**src/rtl/perf_sample_sequencer_pkg.sv**
```systemverilog
// Shared types, constants and CSR address helper for the perf sample sequencer.
// Counter addresses follow the mhpmcounter3.. / mhpmcounter3h.. CSR map.
package perf_sample_sequencer_pkg;

   localparam int unsigned NUM_COUNTERS   = 6;
   localparam int unsigned PERF_REC_WORDS = NUM_COUNTERS + 1;
   localparam int unsigned IDX_W          = 3;

   localparam logic [11:0] CSR_MHPM_COUNTER_3  = 12'hB03;
   localparam logic [11:0] CSR_MHPM_COUNTER_3H = 12'hB83;

   typedef enum logic [1:0] {
      PERF_SEQ_IDLE  = 2'd0,
      PERF_SEQ_READ  = 2'd1,
      PERF_SEQ_WRITE = 2'd2,
      PERF_SEQ_CLEAR = 2'd3
   } perf_seq_state_e;

   function automatic logic [11:0] perf_cnt_addr(input logic [IDX_W-1:0] idx, input logic hi);
      logic [11:0] base_s;
      if (hi) begin
         base_s = CSR_MHPM_COUNTER_3H;
      end else begin
         base_s = CSR_MHPM_COUNTER_3;
      end
      return base_s + {9'd0, idx};
   endfunction

endpackage

```
**src/rtl/perf_sample_sequencer_if.sv**
```systemverilog
// Record write port towards the memory/AXI adapter: req/gnt handshake with
// address and data held stable until the grant.
interface perf_sample_sequencer_if;
   logic        mem_req_o;
   logic [63:0] mem_addr_o;
   logic [63:0] mem_data_o;
   logic        mem_gnt_i;

   modport master (output mem_req_o, mem_addr_o, mem_data_o, input mem_gnt_i);
   modport slave  (input mem_req_o, mem_addr_o, mem_data_o, output mem_gnt_i);
endinterface

```
**src/rtl/perf_sample_sequencer_timer.sv**
```systemverilog
// Trigger source: periodic down-counter plus rising-edge detect on the perf IRQ.
// The counter reloads on 1 so that a tick recurs exactly every `period` cycles.
module perf_sample_sequencer_timer (
   input  logic        clk_i,
   input  logic        rst_ni,
   input  logic        enable,
   input  logic        debug_mode,
   input  logic        irq,
   input  logic [31:0] period,
   output logic        trig
);

   logic [31:0] cnt_r;
   logic        irq_q_r;
   logic        tick_s;

   assign tick_s = (cnt_r == 32'd1) && (period != 32'd0);
   assign trig   = enable & ~debug_mode & ((irq & ~irq_q_r) | tick_s);

   // Period counter and IRQ history register.
   always_ff @(posedge clk_i or negedge rst_ni) begin
      if (!rst_ni) begin
         cnt_r   <= 32'd0;
         irq_q_r <= 1'b0;
      end else begin
         irq_q_r <= irq;
         if ((period == 32'd0) || (cnt_r <= 32'd1)) begin
            cnt_r <= period;
         end else begin
            cnt_r <= cnt_r - 32'd1;
         end
      end
   end

endmodule

```
**src/rtl/perf_sample_sequencer.sv**
```systemverilog
// Snapshot the generic perf counters on a trigger, stream them plus a sequence
// number to memory as one record, and optionally zero the counters afterwards.
module perf_sample_sequencer
   import perf_sample_sequencer_pkg::*;
#(
   parameter int unsigned XLEN        = 64,
   parameter int unsigned NumCounters = NUM_COUNTERS,
   parameter int unsigned RecordWords = NumCounters + 1
) (
   input  logic                  clk_i,
   input  logic                  rst_ni,
   input  logic                  debug_mode_i,
   input  logic                  csr_req_i,
   input  logic [11:0]           csr_addr_i,
   input  logic                  csr_we_i,
   input  logic [XLEN-1:0]       csr_data_i,
   output logic [XLEN-1:0]       csr_data_o,
   output logic [11:0]           pc_addr_o,
   output logic                  pc_we_o,
   output logic [XLEN-1:0]       pc_data_o,
   input  logic [XLEN-1:0]       pc_data_i,
   input  logic                  irq_i,
   input  logic                  enable_i,
   input  logic                  clear_after_i,
   input  logic [31:0]           period_i,
   input  logic [63:0]           base_addr_i,
   perf_sample_sequencer_if.master mem,
   output logic                  busy_o,
   output logic                  overrun_o
);

   localparam bit Split = (XLEN == 32);

   perf_seq_state_e  state_r;
   logic [IDX_W-1:0] idx_r;
   logic             half_r;
   logic [63:0]      snap_r [NumCounters];
   logic [63:0]      seq_r;
   logic [63:0]      base_r;
   logic             clear_r;
   logic             overrun_r;
   logic             trig_s;
   logic             eng_s;
   logic             last_cnt_s;
   logic [63:0]      mem_data_s;

   perf_sample_sequencer_timer u_timer (
      .clk_i      (clk_i),
      .rst_ni     (rst_ni),
      .enable     (enable_i),
      .debug_mode (debug_mode_i),
      .irq        (irq_i),
      .period     (period_i),
      .trig       (trig_s)
   );

   // The CSR file always wins the counter port; the engine only moves on free cycles.
   assign eng_s      = ~csr_req_i;
   assign last_cnt_s = (idx_r == IDX_W'(NumCounters - 1)) && (!Split || half_r);
   assign csr_data_o = pc_data_i;
   assign busy_o     = (state_r != PERF_SEQ_IDLE);
   assign overrun_o  = overrun_r;

   assign mem.mem_req_o  = (state_r == PERF_SEQ_WRITE);
   assign mem.mem_addr_o = (state_r == PERF_SEQ_WRITE) ? (base_r + {58'd0, idx_r, 3'd0}) : 64'd0;
   assign mem.mem_data_o = mem_data_s;

   // Counter-port arbitration between CSR file and engine.
   always_comb begin
      pc_addr_o = 12'd0;
      pc_we_o   = 1'b0;
      pc_data_o = '0;
      if (csr_req_i) begin
         pc_addr_o = csr_addr_i;
         pc_we_o   = csr_we_i;
         pc_data_o = csr_data_i;
      end else begin
         case (state_r)
            PERF_SEQ_READ: begin
               pc_addr_o = perf_cnt_addr(idx_r, half_r);
            end
            PERF_SEQ_CLEAR: begin
               pc_addr_o = perf_cnt_addr(idx_r, half_r);
               pc_we_o   = 1'b1;
            end
            default: begin
               pc_addr_o = 12'd0;
            end
         endcase
      end
   end

   // Record word selection: snapshots first, sequence number last.
   always_comb begin
      mem_data_s = 64'd0;
      if (state_r == PERF_SEQ_WRITE) begin
         if (idx_r == IDX_W'(NumCounters)) begin
            mem_data_s = seq_r;
         end else begin
            mem_data_s = snap_r[idx_r];
         end
      end else begin
         mem_data_s = 64'd0;
      end
   end

   // Sequencer FSM with snapshot buffer and record bookkeeping.
   always_ff @(posedge clk_i or negedge rst_ni) begin
      if (!rst_ni) begin
         state_r   <= PERF_SEQ_IDLE;
         idx_r     <= '0;
         half_r    <= 1'b0;
         seq_r     <= 64'd0;
         base_r    <= 64'd0;
         clear_r   <= 1'b0;
         overrun_r <= 1'b0;
         for (int i = 0; i < NumCounters; i++) begin
            snap_r[i] <= 64'd0;
         end
      end else begin
         overrun_r <= trig_s && (state_r != PERF_SEQ_IDLE);
         case (state_r)
            PERF_SEQ_IDLE: begin
               if (trig_s) begin
                  state_r <= PERF_SEQ_READ;
                  base_r  <= base_addr_i;
                  clear_r <= clear_after_i;
                  idx_r   <= '0;
                  half_r  <= 1'b0;
               end
            end
            PERF_SEQ_READ: begin
               if (eng_s) begin
                  if (Split && !half_r) begin
                     snap_r[idx_r][31:0] <= pc_data_i[31:0];
                  end else if (Split) begin
                     snap_r[idx_r][63:32] <= pc_data_i[31:0];
                  end else begin
                     snap_r[idx_r][XLEN-1:0] <= pc_data_i;
                  end
                  if (last_cnt_s) begin
                     state_r <= PERF_SEQ_WRITE;
                     idx_r   <= '0;
                     half_r  <= 1'b0;
                  end else if (Split && !half_r) begin
                     half_r <= 1'b1;
                  end else begin
                     half_r <= 1'b0;
                     idx_r  <= idx_r + IDX_W'(1);
                  end
               end
            end
            PERF_SEQ_WRITE: begin
               if (mem.mem_gnt_i) begin
                  if (idx_r == IDX_W'(RecordWords - 1)) begin
                     seq_r   <= seq_r + 64'd1;
                     idx_r   <= '0;
                     state_r <= clear_r ? PERF_SEQ_CLEAR : PERF_SEQ_IDLE;
                  end else begin
                     idx_r <= idx_r + IDX_W'(1);
                  end
               end
            end
            PERF_SEQ_CLEAR: begin
               if (eng_s) begin
                  if (last_cnt_s) begin
                     state_r <= PERF_SEQ_IDLE;
                     idx_r   <= '0;
                     half_r  <= 1'b0;
                  end else if (Split && !half_r) begin
                     half_r <= 1'b1;
                  end else begin
                     half_r <= 1'b0;
                     idx_r  <= idx_r + IDX_W'(1);
                  end
               end
            end
            default: begin
               state_r <= PERF_SEQ_IDLE;
            end
         endcase
      end
   end

endmodule

```
**src/flat_wrapper.sv**
```systemverilog
// flat-port wrapper written by rule: the top's interface ports become plain ports
module perf_sample_sequencer_flat import perf_sample_sequencer_pkg::*;
#(
   parameter int unsigned XLEN        = 64,
   parameter int unsigned NumCounters = NUM_COUNTERS,
   parameter int unsigned RecordWords = NumCounters + 1
)
  (clk_i, rst_ni, debug_mode_i, csr_req_i, csr_addr_i, csr_we_i, csr_data_i, csr_data_o, pc_addr_o, pc_we_o, pc_data_o, pc_data_i, irq_i, enable_i, clear_after_i, period_i, base_addr_i, busy_o, overrun_o, mem_mem_req_o, mem_mem_addr_o, mem_mem_data_o, mem_mem_gnt_i);
  perf_sample_sequencer_if mem_i ();
  input  logic clk_i;
  input  logic rst_ni;
  input  logic debug_mode_i;
  input  logic csr_req_i;
  input  logic [11:0] csr_addr_i;
  input  logic csr_we_i;
  input  logic [XLEN-1:0] csr_data_i;
  output logic [XLEN-1:0] csr_data_o;
  output logic [11:0] pc_addr_o;
  output logic pc_we_o;
  output logic [XLEN-1:0] pc_data_o;
  input  logic [XLEN-1:0] pc_data_i;
  input  logic irq_i;
  input  logic enable_i;
  input  logic clear_after_i;
  input  logic [31:0] period_i;
  input  logic [63:0] base_addr_i;
  output logic busy_o;
  output logic overrun_o;
  output wire logic [$bits(mem_i.mem_req_o)-1:0] mem_mem_req_o;
  output wire logic [$bits(mem_i.mem_addr_o)-1:0] mem_mem_addr_o;
  output wire logic [$bits(mem_i.mem_data_o)-1:0] mem_mem_data_o;
  input wire logic [$bits(mem_i.mem_gnt_i)-1:0] mem_mem_gnt_i;
  assign mem_mem_req_o = mem_i.mem_req_o;
  assign mem_mem_addr_o = mem_i.mem_addr_o;
  assign mem_mem_data_o = mem_i.mem_data_o;
  assign mem_i.mem_gnt_i = mem_mem_gnt_i;
  perf_sample_sequencer #(.XLEN(XLEN), .NumCounters(NumCounters), .RecordWords(RecordWords)) u_core (.clk_i(clk_i), .rst_ni(rst_ni), .debug_mode_i(debug_mode_i), .csr_req_i(csr_req_i), .csr_addr_i(csr_addr_i), .csr_we_i(csr_we_i), .csr_data_i(csr_data_i), .csr_data_o(csr_data_o), .pc_addr_o(pc_addr_o), .pc_we_o(pc_we_o), .pc_data_o(pc_data_o), .pc_data_i(pc_data_i), .irq_i(irq_i), .enable_i(enable_i), .clear_after_i(clear_after_i), .period_i(period_i), .base_addr_i(base_addr_i), .mem(mem_i), .busy_o(busy_o), .overrun_o(overrun_o));
endmodule
```
**config.mk**
```make
export PLATFORM = sky130hd
export DESIGN_NAME = perf_sample_sequencer_flat
export DESIGN_NICKNAME = d
export VERILOG_FILES = /design/src/rtl/perf_sample_sequencer_pkg.sv /design/src/rtl/perf_sample_sequencer_if.sv /design/src/rtl/perf_sample_sequencer_timer.sv /design/src/rtl/perf_sample_sequencer.sv /design/src/flat_wrapper.sv
export SDC_FILE = /design/constraint.sdc
export NUM_CORES = 1
export LEC_CHECK = 0
export BUFFER_PORTS_ARGS = -buffer_cell sky130_fd_sc_hd__clkbuf_2
export CAP_MARGIN = 20
export CORE_MARGIN = 1
export CORE_UTILIZATION = 45
export CTS_BUF_LIST = sky130_fd_sc_hd__clkbuf_8
export DETAILED_ROUTE_END_ITERATION = 10
export GPL_TIMING_DRIVEN = 0
export MAX_ROUTING_LAYER = met4
export PLACE_DENSITY = 0.66
export SLEW_MARGIN = 20
export SYNTH_ARGS = -nofsm -noshare
export SYNTH_HDL_FRONTEND = slang
export SYNTH_HIERARCHICAL = 1
export SYNTH_SLANG_ARGS = --single-unit
```
**constraint.sdc**
```tcl
create_clock -name clk_i -period 4.9 [get_ports clk_i]
set_input_delay 0.735 -clock clk_i [delete_from_list [all_inputs] [get_ports clk_i]]
set_output_delay 0.735 -clock clk_i [all_outputs]
set_load 0.01 [all_outputs]
```
==> results.cfg, run 1 <==
[critical_path]
path_cells = clkbuf_1, nand2b_1, clkbuf_1, clkbuf_1, o21ai_0, a211oi_1, nor3_1, clkbuf_2
startpoint_type = flip-flop
arrival_ns = 4.11
worstRegToRegCells = 10
path_common_cell = clkbuf_1
crit_buf_inv = 4
critical_path_peak_fanout = 10
cpLargestDelayFamily = buffers and inverters
crit_type = flip-flop to output port
r2r-start = u_core/u_timer/cnt_r[4]
r2r_slack_ns = 0.37
endpoint_kind = output port
critPathRequiredTime_ns = 4.16
cp.depth = 8
rr_endpoint = u_core/base_r[3]
max_stage_delay_ns = 0.78
cp_slowest_cell = clkbuf_1

[clock_tree]
cts_inserted_buffers = 97
clockRootBuffer = clkbuf_8
clk_latency_ns = 0.73
cts_setup_buffers = 0
cts_tree = done
clockBufferDepth = 3
clock_sinks = 552
clk_pin_slew_ns = 0.06
cts_max_level = 3

[global_route]
grt_pass1_vias = 22832
grt_max_degree = 99
grt_usage_pct = 32.0
grt_first_pass_wirelength_um = 147000
antenna_found_initial = 8
overflow = 0

[place]
io_buffers = 515
gp_congestion = 0.963
hpwl_um = 73800

[outcome]
status = finished, final reports clean

[min_path]
hp-start = irq_i
min_delay_path_depth = 1
min_to = u_core/u_timer/irq_q_r
min_path_type = primary input to flip-flop

[synthesis]
synth_nets = 2716
ys_ff_latch = 552
synth-async-reset-ratio_pct = 100
synth_edf_count = 0
yosysSeqAreaShare_pct = 48.6
synth_cells = 2460
synth_warnings = 6
ys.flop_type = dfrtp_1
yosys.cell_types.count = 53
syn_avg_cell_area_um2 = 11.6
synth_area_um2 = 28400

[power_and_ir_drop]
power.switching_w = 0.00672
power_density_nw_per_um2 = 536
worst_ir_drop_vdd_mv = 0.245
switching_share_pct = 36.5
leakagePower_nw = 16.0
intPower_w = 0.0117
p_seq_share_pct = 40.3
comb_power_share_pct = 36.5
power.share.clock_pct = 23.2

[die]
die_w_um = 253
pin_count = 517
die_area_um2 = 64200
die_height_um = 253
start_util_pct = 45.8
fp.coreArea_um2 = 62100
rows = 91

[routing]
drt-total-wl_um = 100000
first_iter_violations = 1623
avgViaCountPerCell = 5.69
dr.pass1.iters = 8
detail-route-antenna-nets = 0
drc = 0
avgRoutedWirePerCell_um = 25.1
dr_total_vias = 22731

[timing]
rsz0062_at_grt = no
setup_tns_ns = 0
tightest_slew_ns = 1.18
period_share_pct = 98.9
holdWs_ns = 0.132
fin_worst_skew_ns = 0.0512
setup_viol = 0
slew-limit-headroom_pct = 21.5
period_minus_slack_ns = 4.85
hold_viol_final = 0
drv_slew = 0
clock.fmax_mhz = 206

[cells_and_area]
final_util_pct = 55.3
nFillCells = 5452
multi_input_area_um2 = 13500
nets = 3337
drive_gt1_share_pct = 41.1
area_growth_pct = 20.7
seqCellArea_um2 = 13800

[run]
cap_violations = 0
## power by group through the flow
stage                     clock, W  combinational, W  sequential, W
final                      0.00427           0.00672        0.00743
after global routing       0.00458           0.00715        0.00763
after CTS                  0.00437           0.00666        0.00738
after detailed placement         0           0.00663        0.00746
after global placement           0           0.00643        0.00735
after floorplan                  0           0.00439        0.00709
## cell families (layout without fill, tap and decap cells)
| kind of cell | count (synthesis) | count (layout) | synth area share, % |
|---|---|---|---|
| DFF | 552 | 552 | 48.6 |
| xor gates and xnor gates | 118 | 118 | 3.63 |
| other | 0 | 7 | 0 |
| buffers and inverters | 231 | 922 | 3.99 |
| adders and majority gates | 11 | 11 | 0.510 |
| and+or+nand+nor | 658 | 658 | 11.9 |
| muxes | 645 | 645 | 26.2 |
| AOI/OAI and AO/OA | 245 | 245 | 5.23 |
## synthesized netlist by cell type (5+ instances only)
library cell,instances,share of area [%]
nand4_1,58,1.3
buf_1,21,0.28
xor2_1,63,1.9
o211a_1,5,0.18
mux4_2,31,2.5
inv_1,19,0.25
and3_1,15,0.33
or3_1,20,0.44
a21oi_1,54,0.95
and4_1,6,0.18
a2111oi_0,14,0.43
a211oi_1,28,0.74
ha_1,10,0.44
o211ai_1,22,0.58
o21ai_0,98,1.7
nand3_1,63,1.1
buf_4,65,1.7
nand2_1,153,2.0
or4_1,21,0.55
clkbuf_1,105,1.4
nor3_1,40,0.70
xnor2_1,55,1.7
o31ai_1,18,0.48
mux2_2,475,19
buf_2,20,0.35
and2_1,84,1.8
nor4_1,29,0.64
nand2b_1,5,0.11
dfrtp_1,552,49
mux2i_1,138,4.9
nand4b_1,5,0.15
nor2_1,137,1.8
## repair_timing
item | 4_1_cts | 5_1_grt
endpoints found under the hold margin | 4 | 0
hold buffers | 1 | 0
resized for setup | 17 | 27
setup endpoints to repair | 65 | 35
## cell usage in the layout (no fill, tap or decap), types with 52 or more instances in the layout
master / count
a21oi_1: 54
and2_1: 84
buf_4: 66
clkbuf_1: 92
clkbuf_2: 532
clkbuf_8: 126
dfrtp_1: 552
inv_1: 52
mux2_2: 475
mux2i_1: 138
nand2_1: 153
nand3_1: 63
nand4_1: 58
nor2_1: 136
o21ai_0: 98
xnor2_1: 55
xor2_1: 63
## flip-flops by register name, indices dropped and copies added (netlist names)
| register | cells |
|---|---|
| u_core/overrun_o | 1 |
| u_core/snap_r | 384 |
| u_core/u_timer/cnt_r | 32 |
| u_core/base_r | 64 |
| u_core/idx_r | 3 |
| u_core/clear_r | 1 |
| u_core/seq_r | 64 |
| u_core/state_r | 2 |
| u_core/u_timer/irq_q_r | 1 |
## through the flow
stage	instance area (µm²)	std cells	total power, W	setup WS [ns]
after floorplan	28400	2460	0.0115	1.88
after global placement	32100	3812	0.0138	-9.39
after detailed placement	32200	3818	0.0141	0.242
after CTS	34300	3988	0.0184	0.00401
after global routing	34300	3995	0.0194	0.0110
final	34300	3995	0.0184	0.0518
## metal layers
| metal | wire [µm] | vias to the layer above | GRT usage, % |
|---|---|---|---|
| met3 | 7190 | 192 | 6.54 |
| met4 | 3300 | 0 | 11.3 |
| met2 | 47800 | 936 | 50.5 |
| met5 | 0 | - | - |
| met1 | 41900 | 11525 | 40.9 |
| li1 | - | 10078 | - |
## area by class of cell
type | count | area share, %
Tap cell | 837 | 3.05
Timing Repair Buffer | 522 | 8.04
Antenna cell | 7 | 0.0510
Sequential cell | 552 | 40.2
Clock inverter | 44 | 0.692
Clock buffer | 125 | 5.01
Buffer | 211 | 3.26
Inverter | 20 | 0.226
Multi-Input combinational cell | 1677 | 39.4
## worst reg2reg max path, stage by stage, from the launching register on
cell and delay [ns]:
dfrtp_1 0.43, or3_1 0.45, nor4b_1 0.47, clkbuf_1 0.40
nand4_1 0.18, o22ai_1 0.21, and3b_1 0.52, and2_1 0.21
clkbuf_1 0.41, buf_1 0.68, mux2_2 0.42
## how the worst max path moves through the flow
stage | start | slack, ns | to
finish | u_core/idx_r[2] | 0.05 | mem_mem_data_o[27]
global route | u_core/idx_r[2] | 0.01 | mem_mem_data_o[27]
CTS | u_core/idx_r[0] | 0.004 | mem_mem_data_o[29]
detailed placement | u_core/idx_r[0] | 0.24 | mem_mem_data_o[2]
global placement | rst_ni | -9.39 | u_core/snap_r[185]
floorplan | u_core/u_timer/cnt_r[4] | 1.88 | u_core/base_r[10]
No activity file was read; power rests on OpenSTA's default activity.
==> run 2: changes to the inputs <==
--- a/config.mk
+++ b/config.mk
@@ -12,7 +12,6 @@
 export CTS_BUF_LIST = sky130_fd_sc_hd__clkbuf_8
 export DETAILED_ROUTE_END_ITERATION = 10
 export GPL_TIMING_DRIVEN = 0
-export MAX_ROUTING_LAYER = met4
 export PLACE_DENSITY = 0.66
 export SLEW_MARGIN = 20
 export SYNTH_ARGS = -nofsm -noshare
==> run 2 against run 1 <==
Effect of this change:
- setup slack better by 0.039 ns
- critical endpoint is now mem_mem_data_o[34]
- critical path depth shrank 2
- highest routed layer is now met5
- largest power group unchanged
- maximum frequency increased by 0.82%
- non-clock buffer count increased by 3
- global-route usage is 1.1 points lower
- sequential share of layout area barely moved
- clock skew is 0.025 ns lower
- sequential power barely moved
==> results.cfg, run 2 (synthesized netlist as in run 1, its figures left out) <==
[cells_and_area]
largest_register_ffs = 384
reg_top3 = u_core/snap_r: 384 flops, u_core/base_r: 64 flops, u_core/seq_r: 64 flops
final_cells = 3993
final_cell_mix = 552 x dfrtp_1, 533 x clkbuf_2, 475 x mux2_2
stdcell_area_um2 = 34300
nets = 3341
drive_gt1_share_pct = 41.1
final_util_pct = 55.3
area_growth_pct = 20.7
final_common_cell = dfrtp_1
largest-register = u_core/snap_r

[power_and_ir_drop]
worst_ir_drop_vdd_mv = 0.251
comb_power_share_pct = 36.5
p_seq_share_pct = 40.3
power.switching_w = 0.00671
leakagePower_nw = 16.0
switching_share_pct = 36.4
power_density_nw_per_um2 = 537
intPower_w = 0.0117
power.share.clock_pct = 23.2

[die]
start_util_pct = 45.8
die_height_um = 253
rows = 91
die_w_um = 253
fp.coreArea_um2 = 62100
pin_count = 517
die_area_um2 = 64200

[place]
dp_cells = 3820
hpwl_um = 73300
gp_congestion = 0.941
dpl_cell_area_um2 = 32300
io_buffers = 515

[min_path]
min_to = u_core/u_timer/irq_q_r
hp-start = irq_i
min_path_type = primary input to flip-flop
min_delay_path_depth = 1

[timing]
clock.fmax_mhz = 208
tightest_slew_ns = 1.18
slew-limit-headroom_pct = 20.6
hold_viol_final = 0
rsz0062_at_grt = no
setup_tns_ns = 0
setup_viol = 0
period_minus_slack_ns = 4.81
drv_slew = 0
period_share_pct = 98.1
fin_worst_skew_ns = 0.0265
holdWs_ns = 0.175

[critical_path]
crit_type = flip-flop to output port
rr_endpoint = u_core/base_r[11]
r2r_slack_ns = 0.51
arrival_ns = 4.07
r2r-start = u_core/u_timer/cnt_r[10]
critPathRequiredTime_ns = 4.16
endpoint_kind = output port
critical_path_peak_fanout = 10
worstRegToRegCells = 10
critPathLaunch = u_core/idx_r[2]
startpoint_type = flip-flop

[clock_tree]
cts_tree = done
clock_sinks = 552
clk_latency_ns = 0.71
clockBufferDepth = 3
clk_pin_slew_ns = 0.06
cts_max_level = 3
clockRootBuffer = clkbuf_8
cts_inserted_buffers = 98

[routing]
drc = 0
dr.pass1.iters = 5
dr_total_vias = 22820
first_iter_violations = 1805
avgRoutedWirePerCell_um = 25.1
drt-total-wl_um = 100000
detail-route-antenna-nets = 0
avgViaCountPerCell = 5.72

[global_route]
grt_pass1_vias = 23381
grt_max_degree = 98
grt_first_pass_wirelength_um = 147000
grt_usage_pct = 31.0
overflow = 0
antenna_found_initial = 2

[outcome]
status = finished, final reports clean

[run]
cap_violations = 0
==> run 2: metal layers <==
layer,wire [µm],part of all wire (%),global-route usage (%),vias up
met1,41200,41,39.7,11530
met5,8,0.0080,0,-
met4,3820,3.8,12.8,2
li1,-,-,-,10059
met3,7280,7.3,6.26,208
met2,47700,48,50.9,1021
==> run 2: power groups by stage <==
stage          Clock [W]  Sequential, W  Combinational [W]
2_1_floorplan          0        0.00709            0.00439
3_3_place_gp           0        0.00735            0.00642
3_5_place_dp           0        0.00746            0.00664
4_1_cts          0.00437        0.00739            0.00668
5_1_grt          0.00457        0.00763            0.00720
6_report         0.00427        0.00743            0.00673
==> run 2: cell type report <==
| cell class | instances | area [µm²] |
|---|---|---|
| plain buffers | 211 | 1120 |
| diodes | 1 | 2.50 |
| clock inverters | 51 | 304 |
| clock buffers | 119 | 1640 |
| inverters | 20 | 77.6 |
| flip-flops and latches | 552 | 13800 |
| multi-input cells | 1677 | 13500 |
| well taps | 837 | 1050 |
| repair buffers | 525 | 2820 |
| fillers | 5466 | 27700 |
==> run 2: critical path: stages (launching register included) <==
cell and delay, ns:
dfrtp_1 0.53, clkbuf_1 0.37, clkbuf_1 0.62, clkdlybuf4s15_1 0.82, clkbuf_2 0.53, a211oi_1 0.28
clkbuf_2 0.21
==> run 2: how the worst max path moves through the flow <==
stage          depth (start not counted)  slack, ns            endpoint
6_report                               6       0.09  mem_mem_data_o[34]
5_1_grt                                8       0.05  mem_mem_data_o[28]
4_1_cts                                7      -0.17  mem_mem_data_o[62]
3_5_place_dp                           9       0.27  mem_mem_data_o[28]
3_3_place_gp                           1      -9.38   u_core/base_r[23]
2_1_floorplan                         10       1.88   u_core/base_r[10]
==> run 2: per-stage QoR <==
stage / power, W / setup slack (ns)
floorplan: 0.0115 / 1.88
global placement: 0.0138 / -9.38
detailed placement: 0.0141 / 0.273
CTS: 0.0184 / -0.168
global route: 0.0194 / 0.0482
finish: 0.0184 / 0.0912
==> run 2: what timing repair did <==
item                                    4_1_cts  5_1_grt
hold buffers                                  1        0
resized for setup                            16       37
endpoints found under the setup margin       62       46
endpoints found under the hold margin        11        0
buffers inserted                              0        0
==> run 3: changes to the inputs <==
--- a/config.mk
+++ b/config.mk
@@ -5,7 +5,7 @@
 export SDC_FILE = /design/constraint.sdc
 export NUM_CORES = 1
 export LEC_CHECK = 0
-export BUFFER_PORTS_ARGS = -buffer_cell sky130_fd_sc_hd__clkbuf_2
+export BUFFER_PORTS_ARGS = -buffer_cell sky130_fd_sc_hd__buf_2
 export CAP_MARGIN = 20
 export CORE_MARGIN = 1
 export CORE_UTILIZATION = 45
==> run 3 against run 2 <==
Effect of this change:
- clock power is essentially flat
- power is essentially flat
- wire length shrank 0.65%
- global-route usage shrank 0.20 points
- sequential cell count is the same
- die area is the same
- largest power group unchanged
- highest routed layer unchanged
==> results.cfg, run 3 (synthesized netlist as in run 1, its figures left out) <==
[min_path]
min_delay_path_depth = 1
hp-start = irq_i
min_to = u_core/u_timer/irq_q_r
min_path_type = primary input to flip-flop

[routing]
drt-total-wl_um = 99400
wl_met2_um = 47400
detail-route-antenna-nets = 0
met3WireLength_um = 7250
avgRoutedWirePerCell_um = 24.9
drc = 0
dr_total_vias = 22713
top_layer = met5
dr.pass1.iters = 6
first_iter_violations = 1637
avgViaCountPerCell = 5.69
wl_met1_um = 41300

[critical_path]
crit_type = flip-flop to output port
rr_endpoint = u_core/base_r[9]
path_cells = clkbuf_1, clkbuf_1, buf_1, clkbuf_2, a211oi_1, buf_2
critPathRequiredTime_ns = 4.16
path_common_cell = clkbuf_1
cp_slowest_cell = buf_1
max_stage_delay_ns = 0.76
critical_path_peak_fanout = 10
r2r-start = u_core/u_timer/cnt_r[10]
worstRegToRegCells = 10
r2r_slack_ns = 0.46
startpoint_type = flip-flop
arrival_ns = 4.08
endpoint_kind = output port

[timing]
period_share_pct = 98.2
hold_viol_final = 0
rsz0062_at_grt = yes
setup_viol = 0
worst_slack_ns = 0.0886
drv_slew = 0
slew-limit-headroom_pct = 23.5
period_minus_slack_ns = 4.81
fin_worst_skew_ns = 0.0274
clock.fmax_mhz = 208
setup_tns_ns = 0
tightest_slew_ns = 1.15

[die]
die_height_um = 253
fp.coreArea_um2 = 62100
die_w_um = 253
pin_count = 517
die_area_um2 = 64200
start_util_pct = 45.8
rows = 91

[cells_and_area]
area_growth_pct = 20.7
largest_register_ffs = 384
final_cells = 3991
drive_gt1_share_pct = 41.2
nFillCells = 5413
reg_top3 = u_core/snap_r: 384 flops, u_core/base_r: 64 flops, u_core/seq_r: 64 flops
stdcell_area_um2 = 34300
final_cell_mix = 552 x dfrtp_1, 533 x buf_2, 475 x mux2_2
largest-register = u_core/snap_r
final_common_cell = dfrtp_1
nets = 3336

[clock_tree]
cts_setup_buffers = 0
cts_tree = done
clk_latency_ns = 0.72
clockBufferDepth = 3
cts_max_level = 3
cts_inserted_buffers = 96
clk_pin_slew_ns = 0.06
clockRootBuffer = clkbuf_8
clock_sinks = 552

[power_and_ir_drop]
leakagePower_nw = 16.0
worst_ir_drop_vdd_mv = 0.269
power_density_nw_per_um2 = 537

[place]
hpwl_um = 73300
io_buffers = 515
gp_congestion = 0.935
pre_cts_slack_ns = 0.274
dp_cells = 3819
dpl_cell_area_um2 = 32300

[outcome]
status = finished, final reports clean

[global_route]
overflow = 0
antenna_found_initial = 4
grt_first_pass_wirelength_um = 146000
grt_usage_pct = 30.8
grt_pass1_vias = 22911
grt_max_degree = 101

[run]
cap_violations = 0
-- run 3: cell types whose count changed in the layout (fill, tap and decap cells not counted), sizes merged --
cell	change
inv	+1
diode	+2
bufinv	-1
buf	+513
clkinv	-4
clkbuf	-513
-- run 3: worst max-delay path by stage --
stage | slack (ns) | start | to | cells after the start
final | 0.09 | u_core/idx_r[2] | mem_mem_data_o[34] | 6
after CTS | 0.004 | u_core/idx_r[1] | mem_mem_data_o[62] | 7
after floorplan | 1.88 | u_core/u_timer/cnt_r[4] | u_core/base_r[10] | 10
after global routing | -0.02 | u_core/idx_r[0] | mem_mem_data_o[34] | 8
after detailed placement | 0.27 | u_core/idx_r[0] | mem_mem_data_o[2] | 9
after global placement | -8.05 | rst_ni | u_core/base_r[1] | 1
-- run 3: layer usage --
metal | GRT usage (%) | vias up
met5 | 0 | -
met4 | 11.0 | 4
met3 | 6.68 | 185
met2 | 50.4 | 989
met1 | 40.1 | 11468
li1 | - | 10067
-- run 3: timing repair --
item,in CTS,in global routing
hold buffers,1,0
pin swaps,0,0
endpoints found under the hold margin,44,0
endpoints found under the setup margin,65,47
resized for setup,18,31
-- run 3: worst max-delay path, delay by kind of cell (launching register included) --
family | cells | cell delay, ns
compound gates | 1 | 0.26
buf+inv | 5 | 2.57
flops | 1 | 0.52
-- run 3: report_power, final --
| group | internal [W] | switching, W | leakage [nW] |
|---|---|---|---|
| sequential | 0.00629 | 0.00113 | 7.06 |
| clock | 0.00230 | 0.00198 | 1.13 |
| combinational | 0.00313 | 0.00359 | 7.86 |
-- run 3: per-stage QoR --
| stage | hold slack, ns | utilization, % | total power (W) |
|---|---|---|---|
| final | 0.156 | 55.3 | 0.0184 |
| after global routing | 0.105 | 55.3 | 0.0194 |
| after CTS | 0.0922 | 55.2 | 0.0184 |
| after detailed placement | 0.464 | 52.0 | 0.0141 |
| after global placement | 0.458 | 51.7 | 0.0138 |
| after floorplan | 0.439 | - | 0.0115 |
-- run 3: area by class of cell --
type	count	area, µm²	share of cell area, %
antenna	3	7.51	0.0219
buffer	210	1110	3.24
clock buffer	122	1680	4.89
clock inverter	47	284	0.827
inverter	20	77.6	0.226
multi-input combinational	1677	13500	39.4
sequential	552	13800	40.2
tap	837	1050	3.05
timing repair buffer	523	2770	8.08
